==> src/rtl/mux_scan_ctrl.sv <==
// mux_scan_ctrl: sequencer for the 16-way LED multiplexer. It drives the mux
// select through 0 .. 2^SEL_W-1. It holds each value for DWELL cycles and
// captures mux_data on the last cycle of each dwell.
//
// Optional feature: define MUX_SCAN_SIG_EN to build the rotate-left/XOR pass
// signature on sig. With the macro undefined, sig is constant zero.
//
// Handshake: start/stop/step are single-cycle pulses sampled on the rising
// edge, with priority stop > step > start. cap_valid is a single-cycle pulse
// that qualifies the new cap_data. done is a single-cycle pulse that marks the
// end of a single pass. There is no back-pressure: every capture is final.
// The FSM state is held in the named signal 'state' so checkers can bind to it.
module mux_scan_ctrl #(
  parameter int SEL_W  = 4,
  parameter int DATA_W = 8,
  parameter int DWELL  = 100
) (
  input  logic              clk,
  input  logic              rst_n,
  input  logic              start,
  input  logic              stop,
  input  logic              step,
  input  logic              loop_en,
  input  logic [DATA_W-1:0] mux_data,
  output logic [SEL_W-1:0]  sel,
  output logic [DATA_W-1:0] cap_data,
  output logic              cap_valid,
  output logic              busy,
  output logic              done,
  output logic [DATA_W-1:0] sig
);

  localparam int               CNT_W   = (DWELL > 1) ? $clog2(DWELL) : 1;
  localparam logic [CNT_W-1:0] RELOAD  = CNT_W'(DWELL - 1);
  localparam logic [SEL_W-1:0] SEL_MAX = {SEL_W{1'b1}};

  typedef enum logic [1:0] {
    IDLE  = 2'd0,
    RUN   = 2'd1,
    PAUSE = 2'd2,
    DONE  = 2'd3
  } state_t;

  state_t           state;
  logic [CNT_W-1:0] cnt;
  logic             do_tick;
  logic             last_sel;

  // A tick happens at the end of a dwell in RUN, or on a manual step in PAUSE.
  // stop masks both, so a stop that lands on a tick cycle loses the capture.
  always_comb begin
    do_tick  = 1'b0;
    last_sel = (sel == SEL_MAX);
    if (!stop) begin
      if ((state == RUN) && (cnt == '0)) do_tick = 1'b1;
      if ((state == PAUSE) && step)      do_tick = 1'b1;
    end
  end

  // Sequencer FSM. It registers the outputs and applies the shared tick action last.
  always_ff @(posedge clk or negedge rst_n) begin
    if (!rst_n) begin
      state     <= IDLE;
      sel       <= '0;
      cnt       <= '0;
      cap_data  <= '0;
      cap_valid <= 1'b0;
      busy      <= 1'b0;
      done      <= 1'b0;
`ifdef MUX_SCAN_SIG_EN
      sig       <= '0;
`endif
    end else begin
      cap_valid <= 1'b0;
      done      <= 1'b0;
      case (state)
        IDLE: begin
          if (start) begin
            state <= RUN;
            busy  <= 1'b1;
            sel   <= '0;
            cnt   <= RELOAD;
`ifdef MUX_SCAN_SIG_EN
            sig   <= '0;
`endif
          end
        end
        RUN: begin
          if (stop)          state <= PAUSE;
          else if (!do_tick) cnt   <= cnt - CNT_W'(1);
        end
        PAUSE: begin
          if (!stop && !step && start) state <= RUN;
        end
        DONE: begin
          state <= IDLE;
        end
        default: begin
          state <= IDLE;
        end
      endcase

      if (do_tick) begin
        cap_data  <= mux_data;
        cap_valid <= 1'b1;
        cnt       <= RELOAD;
`ifdef MUX_SCAN_SIG_EN
        sig       <= {sig[DATA_W-2:0], sig[DATA_W-1]} ^ mux_data;
`endif
        if (!last_sel) begin
          sel <= sel + SEL_W'(1);
        end else if (loop_en) begin
          // A wrap starts a fresh pass, so the signature starts again from zero.
          sel <= '0;
`ifdef MUX_SCAN_SIG_EN
          sig <= '0;
`endif
        end else begin
          state <= DONE;
          busy  <= 1'b0;
          done  <= 1'b1;
        end
      end
    end
  end

`ifndef MUX_SCAN_SIG_EN
  assign sig = '0;
`endif

endmodule

==> config.mk <==
export PLATFORM = sky130hd
export DESIGN_NAME = mux_scan_ctrl
export DESIGN_NICKNAME = d
export VERILOG_FILES = /design/src/rtl/mux_scan_ctrl.sv
export SDC_FILE = /design/constraint.sdc
export NUM_CORES = 1
export LEC_CHECK = 0
export ABC_CLOCK_PERIOD_IN_PS = 2300
export CORE_AREA = 2 2 55 62
export CTS_CLUSTER_DIAMETER = 100
export CTS_CLUSTER_SIZE = 24
export DETAILED_ROUTE_END_ITERATION = 8
export DIE_AREA = 0 0 57 64
export MAX_ROUTING_LAYER = met4
export PLACE_DENSITY = 0.69
export SYNTH_ARGS = -nofsm -noshare
export SYNTH_HDL_FRONTEND = slang
export SYNTH_SLANG_ARGS = --single-unit
==> constraint.sdc <==
create_clock -name clk -period 2.3 [get_ports clk]
set_input_delay 0.69 -clock clk [delete_from_list [all_inputs] [get_ports clk]]
set_output_delay 0.69 -clock clk [all_outputs]
set_load 0.03 [all_outputs]
* Word level (Yosys, flattened, before mapping) *
Cells that the tools add are included.
W data, S select, Z words.

operators by class
  add/sub/neg operators = 2
  equal/unequal tests = 6
  multiplexer cells = 28
  reductions and logical operators = 10

operators with widths
  operator               number
  $mux W7                3
  $mux W4                5
  $pmux W7 S2            1
  $mux W1                12
  $mux W2                6
  $pmux W2 S4            1
  $logic_not A7 Y1       1
  $sub A7 B1 Y7 const B  1
  $ne A3 B3 Y1 const B   2
  $add A4 B1 Y4 const B  1
  $eq A2 B2 Y1 const B   2
  $eq A4 B4 Y1 const B   1
  $logic_and A1 B1 Y1    4
  $reduce_and A3 Y1      1
  $reduce_bool A3 Y1     1
  $eq A2 B1 Y1 const B   1
  $logic_not A1 Y1       2
  $logic_not A2 Y1       1

storage, ports and cells
  register bits = 24
  logic and storage cells = 53

* Longest topological paths before layout *
  depth after elaboration = 8
  mapped depth = 8

* Least setup slack after synthesis *
OpenSTA, ideal clock, no wires.

  path type = input-to-reg
  start = in step
  end = reg sel[1]
  library setup time = 0.122 ns
  arrival = 1.647 ns
  setup slack = 0.531 ns
  stages = 6
  path buffers = 2
  cell sequence = nor4bb_1 -> buf_2 -> a31oi_4 -> clkinv_2 -> buf_4 -> a32o_1

on the way
  word-level cells in the longest chain between the ends = 4

ends and longest elaborated chain
  item                    RTL line  source
  start: declaration      22        input logic step,
  $logic_and A1 B1 Y1     56        if ((state == PAUSE) && step) do_tick = 1'b1;
  $mux W1                 56
  $mux W1                 54        if (!stop) begin
  via do_tick             46        logic do_tick;
  $mux W4                 103       if (do_tick) begin
  end signal: assignment  111       sel <= sel + SEL_W'(1);
  end: declaration        25        output logic [SEL_W-1:0] sel,

The timed path passes the listed nets, and every way through them passes these cells.
A chain may end at the register's enable or synchronous reset.

* Worst setup path after layout *
  start = reg sel[0]
  end = out sel[0]

No word-level cell between the ends.

==> flow_summary.yaml <==
floorplan:
  fp.coreArea_um2: 3000
  row_count: 21
  dieArea_um2: 3650
  num_io_pins: 37
  initial_core_util_pct: 40.9
  die_h_um: 64
  dieWidth_um: 57
setup_path:
  timing.rr.start: "cnt[0]"
  cpMaxStageDelayCell: "clkdlybuf4s50_1"
  crit_cells: 1
  path_cells: "clkdlybuf4s50_1"
  reg2reg_slack_ps: 500
  endpoint: "sel[0]"
  r2r_cells: 7
  crit_start: "sel[0]"
  startpoint_type: "flop"
  crit_path_end_kind: "primary output"
  r2r_end: "sel[2]"
  crit_required_ps: 1610
  cp_max_fo: 6
  crit_buf_inv: 1
  critical_path_class: "flop to primary output"
  slowest_delay_ps: 710
  critical_path_arrival_ps: 1500
  critPathTopFamily: "buffers and inverters"
clock_tree:
  tritoncts: "built"
  cts_inserted_buffers: 3
  cts.htree.levels: 1
  post-cts-setup-buffers: 0
  cts-resized-gates: 0
  clockBufferDepth: 2
  worstSkewPairLatency_ps: 310
  cts_root_buf: "clkbuf_4"
  clk_pin_slew_ps: 130
  clock-sinks: 24
  postCtsHoldBufs: 0
final_layout:
  utilization_pct: 53.8
  nets: 179
  antenna_cells: 0
  area_growth_syn_to_layout_pct: 31.4
  drive_gt1_share_pct: 13.0
  final_cells: 196
worst_hold_path:
  hp-class: "flop to flop"
  min_path_cells: 2
power_and_ir_drop:
  total_power_w: 0.00169
  ir_drop_mv: 0.786
  power.density_nw_per_um2: 1050
  power_leakage_nw: 0.756
sta:
  fin_skew_ps: 4.18
  rsz0062_at_grt: "no"
  hold_violations: 0
  finalSetupViolCount: 0
  period_share_pct: 95.2
  max_freq_ghz: 0.457
  drv_slew: 0
  finalCriticalPeriod_ps: 2190
  fin_tns_setup_ps: 0
place:
  place_inst: 192
  dp_hpwl_um: 1830
  io_buffers: 28
  gp_congestion: 0.767
drt:
  vias: 983
  drt_iter0_drc: 34
  ant_nets: 0
  wire_per_inst_um: 12.2
  routed_wl_um: 2390
  vias_per_cell: 5.02
  drcViolationCount: 0
  drtPass1Iterations: 4
status:
  status: "finished, final reports clean"
logic_synthesis:
  ys_types: 40
  yosysMostFrequentCell: "nand2_1"
  synth_seq_area_share_pct: 49.0
  syn_inst: 125
  synthTopCellsByArea: "dfrtp_1 49%, nand2_1 7.7%, buf_4 5.5%, nor2_1 3.1%, a21oi_1 2.9%"
  ys_ff_latch: 24
  synth_common_cells: "25 x nand2_1, 24 x dfrtp_1, 10 x nor2_1, 9 x buf_4, 7 x a21oi_1"
  syn_avg_cell_area_um2: 9.81
  synth_area_um2: 1230
  yosysTopAreaCellShare_pct: 49.0
  synth_ff_type: "dfrtp_1"
  yosysWarnings: 0
  synth_edf_count: 0
  async_flop_share_pct: 100
  synth_area_leader_cell: "dfrtp_1"
grt:
  grt_pass1_vias: 970
  grt_max_degree: 25
  grt_first_pass_wirelength_um: 4370
  grtUsageTotal_pct: 15.3
  antenna_found_initial: 0
  grt-ovfl-total: 0
job:
  maxCapViolCount: 0
==> cells by family after synthesis <==
kind of cell,after synthesis,share of synthesized area [%]
adder cells (fa/ha/maj),2,2.04
AND/OR/NAND/NOR,54,22.7
other,1,0.306
buffers and inverters,17,8.77
AO/OA/AOI/OAI,27,17.2
flip-flops,24,49.0
==> stage by stage <==
| step | worst slack (ps) | hold slack [ps] | area [um^2] |
|---|---|---|---|
| detailed placement | -14.9 | 456 | 1560 |
| global placement | 37.7 | 461 | 1560 |
| finish | 111 | 483 | 1610 |
| floorplan | 531 | 394 | 1250 |
| CTS | 86.9 | 487 | 1610 |
| global route | 37.5 | 535 | 1610 |
==> cells in the final DEF, fill, tap and decap left out, drive strengths merged, types with 2 or more instances in the layout <==
master / n
a21oi: 9
ha: 2
a21o: 3
nor3: 4
nor2: 10
dfrtp: 24
inv: 5
o22ai: 2
clkdlybuf4s50: 28
nor3b: 2
o21ai: 2
nand2b: 3
buf: 9
clkbuf: 3
nand2: 25
conb: 8
==> state kept, by name, summed over array words and instances, names as in the netlist <==
register   count
busy           1
cap_valid      1
sel            4
done           1
cnt            7
state          2
cap_data       8
==> power breakdown <==
group / switching, W / internal, W / total, W
clock network: 0.000126 / 0.000176 / 0.000302
registers: 0.000111 / 0.000544 / 0.000655
logic: 0.000412 / 0.000323 / 0.000734
total: 0.000649 / 0.00104 / 0.00169
==> worst min path at each step <==
stage,endpoint,from,slack [ps]
6_report,cap_data[4],cap_data[4],480
3_5_place_dp,cap_data[4],cap_data[4],460
2_1_floorplan,busy,rst_n,390
5_1_grt,cap_data[3],cap_data[3],530
3_3_place_gp,cap_data[7],cap_data[7],460
4_1_cts,cap_data[4],cap_data[4],490
==> per-layer routing <==
layer  global-route usage (%)  part of all wire (%)  up-vias  wire length, um
met3                     3.04                   4.3        2              102
li1                         -                     -      486                -
met1                     19.5                    47      470             1130
met5                        -                     0        -                0
met4                     4.36                  0.50        0               12
met2                     24.9                    48       25             1140
==> layout make-up <==
| type | count | area, um^2 |
|---|---|---|
| Fill cell | 291 | 1380 |
| Sequential cell | 24 | 601 |
| Multi-Input combinational cell | 91 | 544 |
| Timing Repair Buffer | 37 | 348 |
| Tap cell | 34 | 42.5 |
| Clock inverter | 1 | 30.0 |
| Inverter | 6 | 23.8 |
| Clock buffer | 3 | 22.5 |
No activity file was read; power rests on OpenSTA's default activity.
